$ cat config.mk
export PLATFORM = sky130hd
export DESIGN_NAME = seq_101_frame_tx
export DESIGN_NICKNAME = d
export VERILOG_FILES = /design/src/rtl/seq_tx_pkg.sv /design/src/rtl/seq_101_frame_tx.sv
export SDC_FILE = /design/constraint.sdc
export NUM_CORES = 1
export LEC_CHECK = 0
export BUFFER_PORTS_ARGS = -buffer_cell sky130_fd_sc_hd__buf_2
export CORE_MARGIN = 2
export CORE_UTILIZATION = 45
export DETAILED_ROUTE_END_ITERATION = 7
export PLACE_DENSITY = 0.67
export SYNTH_ARGS = -nofsm -noshare
export SYNTH_HDL_FRONTEND = slang
export SYNTH_SLANG_ARGS = --single-unit
$ cat constraint.sdc
create_clock -name clk -period 1.9 [get_ports clk]
set_input_delay 0 -clock clk [delete_from_list [all_inputs] [get_ports clk]]
set_output_delay 0 -clock clk [all_outputs]
set_load 0.1 [all_outputs]
$ cat src/rtl/seq_tx_pkg.sv
// ----------------------------------------------------------------------------
// seq_tx_pkg
// Shared definitions for the "101"-framed serial link. The transmitter
// (seq_101_frame_tx) and any receiving sync detector import this package so
// both sides agree on the frame state names and the sync preamble.
//   tx_state_t   : transmitter FSM states (idle, sync, data, parity, gap)
//   SYNC_PATTERN : preamble bits, sent MSB first
//   SYNC_LEN     : number of preamble bits
//   sync_bit()   : preamble bit for a given position (0 = first sent)
// ----------------------------------------------------------------------------
package seq_tx_pkg;

  typedef enum logic [2:0] {
    ST_IDLE = 3'd0,
    ST_SYNC = 3'd1,
    ST_DATA = 3'd2,
    ST_PAR  = 3'd3,
    ST_GAP  = 3'd4
  } tx_state_t;

  localparam logic [2:0] SYNC_PATTERN = 3'b101;
  localparam int         SYNC_LEN     = 3;

  // Position 0 is the first preamble bit on the wire (pattern MSB).
  function automatic logic sync_bit(input logic [1:0] idx);
    logic [2:0] pat;
    pat = SYNC_PATTERN;
    return pat[2'(SYNC_LEN - 1) - idx];
  endfunction

endpackage

$ cat src/rtl/seq_101_frame_tx.sv
// ----------------------------------------------------------------------------
// seq_101_frame_tx
// Serialises one payload per handshake into a frame:
//   sync preamble 1,0,1 | payload MSB first | optional even-parity bit
// followed by GAP forced-zero cycles before the next payload is accepted.
//
// Parameters
//   DATA_W    : payload bits per frame (>= 1)
//   PARITY_EN : 1 appends the XOR of all payload bits after the payload
//   GAP       : forced-0 cycles after each frame (>= 0)
//
// Ports
//   clk        : clock, rising edge
//   rst        : asynchronous active-high reset (aborts any frame at once)
//   tx_data    : payload, sampled only on the accepting edge
//   tx_valid   : payload offered
//   tx_ready   : high exactly while idle (acceptance = tx_valid && tx_ready)
//   dout       : registered serial bitstream, 0 when idle or in the gap
//   busy       : frame or gap in progress
//   frame_done : one-cycle pulse while dout carries the last frame bit
//
// The state register names the bit dout is carrying in the current cycle, so
// every transition loads dout with the first bit of the state being entered.
// ----------------------------------------------------------------------------
module seq_101_frame_tx
  import seq_tx_pkg::*;
#(
  parameter int DATA_W    = 8,
  parameter int PARITY_EN = 1,
  parameter int GAP       = 2
) (
  input  logic              clk,
  input  logic              rst,
  input  logic [DATA_W-1:0] tx_data,
  input  logic              tx_valid,
  output logic              tx_ready,
  output logic              dout,
  output logic              busy,
  output logic              frame_done
);

  // One counter serves the sync, data and gap phases, so it must reach the
  // largest of the three lengths; it is cleared on every phase change and
  // therefore never wraps inside a frame.
  localparam int CNT_MAX_A = (DATA_W > SYNC_LEN) ? DATA_W : SYNC_LEN;
  localparam int CNT_MAX   = (CNT_MAX_A > GAP) ? CNT_MAX_A : GAP;
  localparam int CNT_W     = $clog2(CNT_MAX + 1);

  localparam logic [CNT_W-1:0] SYNC_LAST   = CNT_W'(SYNC_LEN - 1);
  localparam logic [CNT_W-1:0] DATA_LAST   = CNT_W'(DATA_W - 1);
  // Index of the payload bit just before the last one; only used without
  // parity, where frame_done must rise together with the final payload bit.
  localparam logic [CNT_W-1:0] DATA_PENULT = CNT_W'(DATA_W - 2);
  localparam logic [CNT_W-1:0] GAP_LAST    = CNT_W'(GAP - 1);

  localparam logic HAS_PAR     = (PARITY_EN != 0);
  localparam logic HAS_GAP     = (GAP > 0);
  // Single-bit payload without parity: the first data bit is also the last.
  localparam logic DONE_ON_MSB = !HAS_PAR && (DATA_W == 1);

  tx_state_t         state_reg;
  logic [DATA_W-1:0] shift_reg;
  logic              parity_reg;
  logic [CNT_W-1:0]  bit_cnt_reg;

  assign tx_ready = (state_reg == ST_IDLE);
  assign busy     = !tx_ready;

  always_ff @(posedge clk or posedge rst) begin
    if (rst) begin
      state_reg   <= ST_IDLE;
      shift_reg   <= '0;
      parity_reg  <= 1'b0;
      bit_cnt_reg <= '0;
      dout        <= 1'b0;
      frame_done  <= 1'b0;
    end else begin
      // Default: line low, no pulse. Branches override for the bit they emit.
      dout       <= 1'b0;
      frame_done <= 1'b0;

      case (state_reg)
        ST_IDLE: begin
          if (tx_valid) begin
            shift_reg   <= tx_data;
            parity_reg  <= ^tx_data;
            bit_cnt_reg <= '0;
            dout        <= sync_bit(2'd0);
            state_reg   <= ST_SYNC;
          end
        end

        ST_SYNC: begin
          if (bit_cnt_reg == SYNC_LAST) begin
            bit_cnt_reg <= '0;
            dout        <= shift_reg[DATA_W-1];
            shift_reg   <= shift_reg << 1;
            frame_done  <= DONE_ON_MSB;
            state_reg   <= ST_DATA;
          end else begin
            bit_cnt_reg <= bit_cnt_reg + 1'b1;
            dout        <= sync_bit(bit_cnt_reg[1:0] + 2'd1);
          end
        end

        ST_DATA: begin
          if (bit_cnt_reg == DATA_LAST) begin
            bit_cnt_reg <= '0;
            if (HAS_PAR) begin
              dout       <= parity_reg;
              frame_done <= 1'b1;
              state_reg  <= ST_PAR;
            end else if (HAS_GAP) begin
              state_reg <= ST_GAP;
            end else begin
              state_reg <= ST_IDLE;
            end
          end else begin
            bit_cnt_reg <= bit_cnt_reg + 1'b1;
            dout        <= shift_reg[DATA_W-1];
            shift_reg   <= shift_reg << 1;
            frame_done  <= !HAS_PAR && (bit_cnt_reg == DATA_PENULT);
          end
        end

        ST_PAR: begin
          bit_cnt_reg <= '0;
          state_reg   <= HAS_GAP ? ST_GAP : ST_IDLE;
        end

        ST_GAP: begin
          if (bit_cnt_reg == GAP_LAST) begin
            bit_cnt_reg <= '0;
            state_reg   <= ST_IDLE;
          end else begin
            bit_cnt_reg <= bit_cnt_reg + 1'b1;
          end
        end

        // Unused encodings recover to idle with the line held low.
        default: begin
          bit_cnt_reg <= '0;
          state_reg   <= ST_IDLE;
        end
      endcase
    end
  end

endmodule
### Yosys cells after proc, flatten, opt, wreduce, memory -nomap -nowiden

Cells that the tools add are included.

| word-level totals | value |
|---|---|
| flip-flop bits (word level) | 18 |
| bits in latches | 0 |
| bits in writable memories | 0 |
| memory bits (read-only) | 0 |
| input bits | 11 |
| output and inout bits | 4 |
| logic and storage cells | 51 |
| memories | 0 |

| cells by class | value |
|---|---|
| add/sub/neg operators | 3 |
| $mul | 0 |
| divide/modulo/power cells | 0 |
| $lt $le $gt $ge | 1 |
| equality and inequality tests | 12 |
| shift operators | 0 |
| muxes and demuxes | 22 |
| bitwise logic cells | 0 |
| reductions and logical operators | 7 |

Operators by type and width:

| kind | count |
|---|---|
| 2-to-1 mux 8 bit | 3 |
| one-hot mux 8 bit (3 select lines) | 1 |
| 2-to-1 mux 4 bit | 4 |
| one-hot mux 4 bit (4 select lines) | 1 |
| one-hot mux 3 bit (5 select lines) | 1 |
| 2-to-1 mux 3 bit | 4 |
| inequality test 2 bit, second input constant | 5 |
| AND reduction 4 bit | 2 |
| XOR reduction 8 bit | 1 |
| equality test 3 x 2 -> 1 bit, second input constant | 2 |
| 2-to-1 mux 1 bit | 6 |
| adder 4 x 1 -> 4 bit, second input constant | 1 |
| equality test 4 x 1 -> 1 bit, second input constant | 1 |
| equality test 4 x 2 -> 1 bit, second input constant | 1 |
| equality test 4 x 3 -> 1 bit, second input constant | 1 |
| equality test 3 x 1 -> 1 bit, second input constant | 1 |
| equality test 3 bit, second input constant | 1 |
| logical NOT 3 bit | 1 |
| less-than comparator 2 x 3 -> 1 bit, second input constant | 1 |
| one-hot mux 1 bit (3 select lines) | 1 |
| nonzero test 3 bit | 1 |
| adder 2 x 1 -> 2 bit, second input constant | 1 |
| binary-select mux 1 bit (select 2 bit) | 1 |
| AND reduction 2 bit | 1 |
| 2 further kinds | 2 |

### Logic depth before layout (Yosys ltp)

Gate-level depths: netlist of the first run.

| logic depth | value |
|---|---|
| depth in word-level cells | 6 |
| mapped depth | 6 |

### Worst setup path after synthesis of the first run

Ideal clock, no wire load.

| timing | value |
|---|---|
| path type | reg-to-output |
| from | register state_reg[0] |
| to | output port busy |
| arrival | 3.950 ns |
| data required time | 1.900 ns |
| slack | -2.050 ns |
| cell stages (with the launch flop) | 4 |
| path buffers | 1 |
| cell sequence | dfrtp_1 buf_4 nor3_1 inv_1 |

| between the ends | value |
|---|---|
| word-level cells in the longest chain between the ends | 2 |

RTL lines:

| what | RTL line | source |
|---|---|---|
| start, declared | seq_101_frame_tx.sv:61 | `tx_state_t state_reg;` |
| start signal, assigned | seq_101_frame_tx.sv:128 | `state_reg <= HAS_GAP ? ST_GAP : ST_IDLE;` |
| logical NOT 3 bit | seq_101_frame_tx.sv:66 | `assign tx_ready = (state_reg == ST_IDLE);` |
| via tx_ready | seq_101_frame_tx.sv:36 | `output logic tx_ready,` |
| logical NOT 1 bit | seq_101_frame_tx.sv:67 | `assign busy = !tx_ready;` |
| end, declared | seq_101_frame_tx.sv:38 | `output logic busy,` |

The timed path passes the listed nets, and every way through them passes these cells.

### Worst setup path after layout of the first run

| timing | value |
|---|---|
| from | register bit_cnt_reg[0] |
| to | register shift_reg[5] |

| between the ends | value |
|---|---|
| word-level cells in the longest chain between the ends | 3 |

RTL lines:

| what | RTL line | source |
|---|---|---|
| start, declared | seq_101_frame_tx.sv:64 | `logic [CNT_W-1:0] bit_cnt_reg;` |
| start signal, assigned | seq_101_frame_tx.sv:101 | `bit_cnt_reg <= bit_cnt_reg + 1'b1;` |
| start signal, assigned | seq_101_frame_tx.sv:119 | `bit_cnt_reg <= bit_cnt_reg + 1'b1;` |
| start signal, assigned | seq_101_frame_tx.sv:136 | `bit_cnt_reg <= bit_cnt_reg + 1'b1;` |
| equality test 4 x 3 -> 1 bit or equality test 4 x 2 -> 1 bit (tied branches) | seq_101_frame_tx.sv:107, seq_101_frame_tx.sv:94 |  |
| inequality test 2 bit (no line) | n/a |  |
| AND reduction 4 bit (no line) * | n/a |  |
| end signal, assigned | seq_101_frame_tx.sv:85 | `shift_reg <= tx_data;` |
| end signal, assigned | seq_101_frame_tx.sv:97 | `shift_reg <= shift_reg << 1;` |
| end signal, assigned | seq_101_frame_tx.sv:121 | `shift_reg <= shift_reg << 1;` |
| end, declared | seq_101_frame_tx.sv:62 | `logic [DATA_W-1:0] shift_reg;` |

Mark *: on every way between the ends. The rest lies on a longest branch, timed or not.
A chain may end at the register's enable or synchronous reset.

==> results by stage, run 1 <==
Worst setup path:
- STA classifies the critical path startpoint as a flip-flop.
- The setup slack of the most critical reg-to-reg path is 0.06 ns.
- The critical path required time is around 2.1 ns.
- The origin of the critical flop-to-flop path is bit_cnt_reg[0]$_DFFE_PP0P_.
- The peak fanout along the critical path is 8.
- The worst setup path is of the reg2reg kind.
- STA classifies the critical path endpoint as a flip-flop.
- The number of cells on the worst reg-to-reg path is 6.
- The data arrival time of the critical path is roughly 2.0 ns.
- The endpoint of the worst-slack reg-to-reg timing path is shift_reg[5]$_DFFE_PP0P_.

STA:
- The least setup slack across all paths after layout is 0.05771 ns.
- The number of failing hold endpoints at the final stage is 0.
- The pin slew with the least headroom to its limit is roughly 0.69 ns.
- In this run the tightest slew margin relative to its limit is between 50% and 60%.
- Static timing analysis puts the maximum clock frequency at approximately 0.54 GHz.
- Setup repair after global routing left no endpoint under its margin.
- The post-route fraction of the period consumed by the critical path is between 90 and 100%.
- Across the routed clock network, the largest skew measured is roughly 0.0069 ns.
- The final number of max-transition violations is 0.
- The smallest clock period supported by the final layout is computed as about 1.8 ns.
- Setup violations remaining at the end of the flow were counted as 0.

Floorplanning:
- The die is 53.52 um tall.
- The die covers 0.002864 mm2.
- The total area inside the core boundary comes to between 0.002 and 0.0025 mm2.
- The die width is about 54 um.
- 15 I/O pins were placed.
- The initial core utilization is between 40% and 50%.
- The row count is 17.

Synthesis:
- The mapped netlist covers around 0.0011 mm2.
- After synthesis, the mean cell area works out to 10.61 um2.
- The warning count from the yosys run is 0.
- The distinct cell type count after synthesis is 38.
- The top flip-flop cell by instance count after synthesis is sky130_fd_sc_hd__dfrtp_1.
- The flip-flop and latch count after synthesis is 18.
- The synthesized instance count is between 100 and 150.
- The share of flip-flops with an asynchronous set or reset is 100.0%.
- The number of flops mapped to enable cells by yosys is 0.
- The sequential cell area fraction in the yosys report is between 40% and 50%.
- The post-synth net total is approximately 120.

Cells and area:
- The layout has roughly 200 filler cells.
- The antenna cell count is 0.
- In the final layout, the share of cells above drive strength 1 is between 30% and 40%.
- The flip-flop count of the largest register after layout is 8.
- The top cell types in the final layout, fill and taps aside, are 18 x sky130_fd_sc_hd__dfrtp_1, 15 x sky130_fd_sc_hd__mux2_2, 14 x sky130_fd_sc_hd__buf_2.
- The library cell used most frequently in the layout, excluding fill and tap cells, is sky130_fd_sc_hd__dfrtp_1.
- The area growth from synthesis to layout is 16.89%.
- The final layout net count is approximately 140.
- The multi-input combinational cells in the finished layout cover a total of ~610 um2.
- Cells fill a little under three fifths of the core in the end.
- The sequential cells in the finished layout cover a total of around 450 um2.

GRT:
- The via count of the first global-routing pass is around 800.
- The number of antenna violations at the first check in global routing is 0.
- The aggregate global-route resource usage is ~18%.
- Summed over all layers, the global routing overflow is 0.
- The global-route wire length before repair is ~3600 um.
- Entering global routing, the biggest net connects 19 pins.

Worst hold path:
- The startpoint of the tightest hold check path is tx_valid.
- The endpoint of the worst hold-timing path is parity_reg$_DFFE_PP0P_.
- The type of the most critical hold path is in2reg.
- The worst hold path cell count is 3.

Placed design:
- The setup slack after placement is ~0.042 ns.
- The number of port buffers is 14.
- Detailed placement ended at an HPWL of 1617 um.
- The routability-driven placement congestion ratio is roughly 0.77.

CTS:
- Counting along the longest clock path gives a buffer depth of 2.
- The number of clock sinks seen by CTS is 18.
- The cell chosen for the clock root is sky130_fd_sc_hd__clkbuf_4.
- The clock slew at the register clock pins of the worst setup and hold paths is 0.11 ns.
- The number of H-tree branching levels is 1.
- The clock reaches the later pin of the worst-skew pair after roughly 0.31 ns.
- The number of buffers inserted during clock tree synthesis is 3.
- TritonCTS built the clock tree.

Drt:
- The number of search-and-repair iterations in the first detailed-routing pass is 4.
- In the routed design, unresolved DRC markers number 0.
- The detailed-route wire length per cell is between 10 and 15 um.
- The wire length after detailed routing is about 2100 um.
- The number of violations reported at the end of detailed-routing iteration 0 is 7.
- For this block, the via count after detailed routing is 843.
- The mean number of vias per cell is around 5.5.
- Once detail routing completed, the nets flagged for antenna violations numbered 0.

Power and ir drop:
- IR analysis of the VDD net gives a maximum drop of between 1 and 1.5 mV.
- The overall power is roughly 2.4 mW.
- Summed over all cells, the static leakage comes to between 0.5 and 0.6 nW.
- The areal power density over the cells is approximately 1800 mW/mm2.

Status:
- The run finished with clean final reports.

Job:
- Across the run, the number of max-cap violations was 0.
==> report_power, final <==
group | internal [mW] | switching [mW] | total, mW | leakage [nW]
clock | 0.117 | 0.128 | 0.245 | 0.0210
sequential | 0.554 | 0.136 | 0.691 | 0.225
combinational | 0.605 | 0.814 | 1.42 | 0.326
==> synth_stat cells (2+ instances only) <==
master / number / share of area (%)
sky130_fd_sc_hd__nor2_1: 7 / 2.4
sky130_fd_sc_hd__buf_2: 2 / 0.91
sky130_fd_sc_hd__xor2_1: 2 / 1.6
sky130_fd_sc_hd__xnor2_1: 7 / 5.6
sky130_fd_sc_hd__o21ai_0: 3 / 1.4
sky130_fd_sc_hd__nand2b_1: 2 / 1.1
sky130_fd_sc_hd__inv_1: 7 / 2.4
sky130_fd_sc_hd__nand2_1: 5 / 1.7
sky130_fd_sc_hd__mux2_2: 15 / 15
sky130_fd_sc_hd__nand3_1: 3 / 1.4
sky130_fd_sc_hd__nor2b_1: 2 / 1.1
sky130_fd_sc_hd__ha_1: 3 / 3.4
sky130_fd_sc_hd__dfrtp_1: 18 / 41
sky130_fd_sc_hd__nor3_1: 4 / 1.8
==> stage by stage <==
| stage | TNS, ns | cell area (um2) | instances | hold WS [ns] |
|---|---|---|---|---|
| 3_5_place_dp | 0 | 1236 | 148 | 0.1497 |
| 2_1_floorplan | -0.1501 | 1115 | 104 | -0.06143 |
| 4_1_cts | 0 | 1282 | 153 | 0.03251 |
| 6_report | 0 | 1290 | 154 | 0.05398 |
| 3_3_place_gp | 0 | 1236 | 148 | 0.1422 |
| 5_1_grt | 0 | 1290 | 154 | 0.07230 |
==> worst max-delay path, stage by stage, from the launching register on <==
cell                       delay [ns]
sky130_fd_sc_hd__dfrtp_1         0.41
sky130_fd_sc_hd__inv_1           0.10
sky130_fd_sc_hd__ha_1            0.18
sky130_fd_sc_hd__or3b_4          0.41
sky130_fd_sc_hd__o22ai_2         0.17
sky130_fd_sc_hd__o211ai_4        0.16
sky130_fd_sc_hd__mux2_2          0.31
==> worst max-delay path by stage <==
| stage | slack, ns | startpoint | to |
|---|---|---|---|
| 3_3_place_gp | 0.10 | bit_cnt_reg[0]$_DFFE_PP0P_ | shift_reg[0]$_DFFE_PP0P_ |
| 4_1_cts | 0.04 | bit_cnt_reg[0]$_DFFE_PP0P_ | shift_reg[5]$_DFFE_PP0P_ |
| 2_1_floorplan | -0.15 | state_reg[1]$_DFFE_PP0P_ | busy |
| 5_1_grt | 0.003 | bit_cnt_reg[0]$_DFFE_PP0P_ | shift_reg[6]$_DFFE_PP0P_ |
| 3_5_place_dp | 0.04 | bit_cnt_reg[0]$_DFFE_PP0P_ | shift_reg[5]$_DFFE_PP0P_ |
| 6_report | 0.06 | bit_cnt_reg[0]$_DFFE_PP0P_ | shift_reg[5]$_DFFE_PP0P_ |
==> area by class of cell <==
cell class | count | share of cell area, %
Clock buffer | 4 | 2.813
Inverter | 7 | 2.037
Multi-Input combinational cell | 75 | 47.24
Sequential cell | 18 | 34.92
Tap cell | 28 | 2.716
Timing Repair Buffer | 22 | 10.28
==> cell families (layout without fill, tap and decap cells) <==
group	after synthesis	count (layout)	share of synthesized area, %
AND/OR/NAND/NOR	31	31	14.85
flip-flops	18	18	40.82
AO/OA/AOI/OAI	17	17	13.49
multiplexers	15	15	15.31
buffers and inverters	11	33	4.989
XOR/XNOR	9	9	7.143
adder cells (fa/ha/maj)	3	3	3.402
==> per-layer routing <==
layer / part of all wire [%] / GRT usage [%] / vias up
li1: - / - / 414
met1: 45 / 19.72 / 411
met2: 50 / 31.07 / 13
met3: 3.5 / 5.932 / 5
met4: 1.6 / 7.692 / 0
met5: 0 / 0 / -
==> what timing repair did <==
item / in CTS / in global routing
hold buffers: 1 / 0
gates resized for setup: 0 / 0
buffers inserted: 0 / 1
setup endpoints to repair: 0 / 10
hold endpoints to repair: 18 / 0
No activity file was read; power rests on OpenSTA's default activity.
==> run 2: changes to the inputs <==
Settings changed: CTS_BUF_LIST from default to sky130_fd_sc_hd__clkbuf_4, PLACE_DENSITY 0.67 to default, PLACE_DENSITY_LB_ADDON from default to 0.25.
Clock period 1.9 ns to 2.1 ns, I/O delays scaled along.
==> run 2 against run 1 <==
Compared with the run above:
- design area down 3.1%
- flip-flop and latch count unchanged
- non-clock buffer count down 4
- first-iteration DRC count up 29%
- via count down 3.9%
- register-to-register slack better by 0.18 ns
- sequential power down 6.9%
- die area unchanged
- clock power down 26%
- largest cell class unchanged
==> results by stage, run 2 (same netlist as run 1, synthesis figures left out) <==
GRT:
- For this run the aggregate overflow at the end of global routing stands at 0.
- The global-route wire length before repair is approximately 3600 um.
- In the global route stage, overall resource usage came out at between 10% and 20%.
- The number of antenna violations at the first check in global routing came to 0.
- The maximum number of pins on one net before global-route repair is 19.
- The via count of the first global-routing pass came to between 800 and 900.

Worst setup path:
- The peak fanout along the critical path is 8.
- The critical path required time is 2.29 ns.
- In this run the worst setup path terminates at shift_reg[0]$_DFFE_PP0P_.
- The cell with the biggest individual delay on the critical path is sky130_fd_sc_hd__dfrtp_1.
- The number of cells on the worst reg-to-reg path is 6.
- The worst register-to-register path begins at bit_cnt_reg[0]$_DFFE_PP0P_.
- The endpoint of the worst-slack reg-to-reg timing path is shift_reg[0]$_DFFE_PP0P_.
- STA classifies the critical path endpoint as a flip-flop.
- The critical path goes through inv_1, ha_1, or3b_4, o22ai_2, o211ai_4, mux2_2.
- The origin of the worst setup path is bit_cnt_reg[0]$_DFFE_PP0P_.
- At the worst endpoint, the arrival time is ~2.1 ns.
- The startpoint-to-endpoint class of the critical path is reg2reg.
- The setup slack of the most critical reg-to-reg path is 0.24 ns.
- The worst setup path is launched from a flip-flop.
- The delay of the slowest cell on the worst path is approximately 0.42 ns.

Floorplanning:
- From bottom edge to top edge, the die measures roughly 54 um.
- In this run the horizontal extent of the chip is ~54 um.
- The floorplan has 17 rows.
- The I/O pin count is 15.
- The die covers ~0.0029 mm2.
- The standard cell core area is ~0.0023 mm2.
- Once the floorplan was initialized, standard cells occupied 48.49% of the core.

CTS:
- The number of H-tree branching levels is 1.
- The cell chosen for the clock root is sky130_fd_sc_hd__clkbuf_4.
- Once the clock tree was built, the setup fixing pass inserted 0 buffers.
- The longest clock path from root to sink contains 2 buffers.
- The clock net in this run drives a total of 18 sinks.
- The CTS tree is done.
- TritonCTS created 3 clock buffers.
- The later-pin clock latency in the skew report is around 0.30 ns.
- Gates resized during post-CTS repair numbered 0.
- Clock-pin slew was measured on the worst setup and hold paths at about 0.11 ns.

Power and ir drop:
- The clock network burns under 10% of the power.
- The maximum ir drop on the vdd rail is around 1.3 mV.
- The leakage power total is about 0.55 nW.
- The switching share of total power is a little under half.
- Of the total power, registers draw between 30% and 40%.
- For this design the total switching power over the nets is 0.9535 mW.
- The internal power of the cells totals around 1.1 mW.
- In this run, the combinational gates consume about 60% of the power.
- The areal power density over the cells is about 1600 mW/mm2.

Cells and area:
- Fill cells in the final layout number 207.
- The final layout net count is about 140.
- The fraction of layout instances using a drive strength above 1 is 34.43%.
- The post-route non-filler standard cell count is 150.
- 0 antenna diodes ended up in the layout.
- The library cells used most frequently in the layout, excluding fill and tap cells, are 18 x sky130_fd_sc_hd__dfrtp_1, 15 x sky130_fd_sc_hd__mux2_2, 14 x sky130_fd_sc_hd__buf_2.
- The most common library cell in the layout ignoring fill and taps is sky130_fd_sc_hd__dfrtp_1.
- The area growth from synthesis to layout is 13.27%.
- The register with the most flip-flops in the layout has 8 of them.

Drt:
- The detailed router finished its first iteration with 9 violations.
- Before antenna repair, the detailed router went through 3 iterations.
- The routed wire length on met3 is between 80 and 90 um.
- Using the TritonRoute via totals, the vias-per-cell ratio works out to 5.400.
- The routed layout has 810 vias.
- The top layer used by detailed routing is met4.
- Dividing the detail-routed wire length by the instance count gives around 14 um.
- For this run, design rule violations remaining after detail routing come to 0.
- For this block, wires on met1 add up to between 900 and 1000 um.
- The count of antenna-violating nets left after detailed routing is 0.
- Wires add up to 2028 um.
- Summed over all nets, wire length on met2 after detailed routing comes to just under 1000 um.

STA:
- The final number of max-transition violations came to 0.
- Setup violations remaining at the end of the flow were counted as 0.
- The worst slew margin relative to its limit is 53.86%.
- The least setup slack across all paths after layout is around 0.24 ns.
- Across the routed clock network, the largest skew measured is a little under 0.005 ns.
- The shortest period the worst path allows is ~1.9 ns.
- Setup repair after global routing left no endpoint under its margin.
- The number of failing hold endpoints at the final stage was 0.
- For the pin with the worst max-slew slack, the measured transition is 0.6914 ns.
- The post-route fraction of the period consumed by the critical path is around nine tenths.
- Based on the critical path, the design can be clocked at up to roughly 0.54 GHz.
- In the final timing run, aggregate negative setup slack is 0 ns.

Placed design:
- The number of port buffers is 14.
- The total half-perimeter wirelength after legalization and detailed placement is around 1600 um.
- The cell count after placement is between 100 and 150.
- The setup slack after placement is around 0.25 ns.
- The routability-driven placement congestion ratio is between 0.7 and 0.8.

Worst hold path:
- The min-delay analysis places its worst path in the category in2reg.

Job:
- Across the run, the number of max-cap violations was 0.

Status:
- The flow ran to the end, and the final reports show no timing, DRC or antenna violations.
[run 2: changes by cell type in the layout (fill, tap and decap cells not counted), sizes merged]
cell    delta
buf        -4
clkinv     +1
clkbuf     -1
[run 2: worst max-delay path: cells and delay by family, from the launching register on]
kind	cells	cell delay [ns]
AND/OR/NAND/NOR	1	0.41
multiplexers	1	0.31
AO/OA/AOI/OAI	2	0.35
flip-flops	1	0.42
adder cells (fa/ha/maj)	1	0.18
buffers and inverters	1	0.10
[run 2: layer usage]
metal | vias up | GRT usage [%]
met2 | 16 | 29.84
met3 | 2 | 6.215
li1 | 405 | -
met4 | 0 | 2.564
met5 | - | 0
met1 | 387 | 21.19
[run 2: area by class of cell]
cell class                 count  area [um2]  share of cell area, %
tap                           28       35.03                  2.803
multi-input combinational     75       609.3                  48.75
timing repair buffer          18       102.6                  8.208
clock buffer                   3       22.52                  1.802
sequential                    18       450.4                  36.04
inverter                       7       26.28                  2.102
clock inverter                 1       3.754                 0.3003
[run 2: worst min path at each step]
stage          slack [ns]  cells after the start  startpoint                         end
4_1_cts              0.04                      3    tx_valid              dout$_DFF_PP0_
3_3_place_gp         0.14                      2         rst    shift_reg[0]$_DFFE_PP0P_
5_1_grt              0.08                      3    tx_valid              dout$_DFF_PP0_
6_report             0.04                      3    tx_valid              dout$_DFF_PP0_
3_5_place_dp         0.15                      2         rst    shift_reg[0]$_DFFE_PP0P_
2_1_floorplan       -0.06                      1         rst  bit_cnt_reg[0]$_DFFE_PP0P_
[run 2: power by group through the flow]
stage	Sequential [mW]	Combinational [mW]	Clock [mW]
after floorplan	0.628	1.05	0
after global placement	0.638	1.21	0
after detailed placement	0.648	1.23	0
after CTS	0.640	1.23	0.187
after global routing	0.670	1.35	0.201
final	0.643	1.22	0.181
[run 2: stage by stage]
step / hold slack (ns) / instance area (um2) / total power [mW] / util, %
after floorplan: -0.06143 / 1115 / 1.674 / -
after global placement: 0.1396 / 1214 / 1.846 / 53.33
after detailed placement: 0.1482 / 1214 / 1.876 / 53.33
after CTS: 0.04329 / 1250 / 2.061 / 54.92
after global routing: 0.08278 / 1250 / 2.217 / 54.92
final: 0.04328 / 1250 / 2.045 / 54.92
[run 2: timing repair]
item                       4_1_cts  5_1_grt
setup endpoints to repair        0        0
hold endpoints to repair        18        0
hold buffers                     1        0
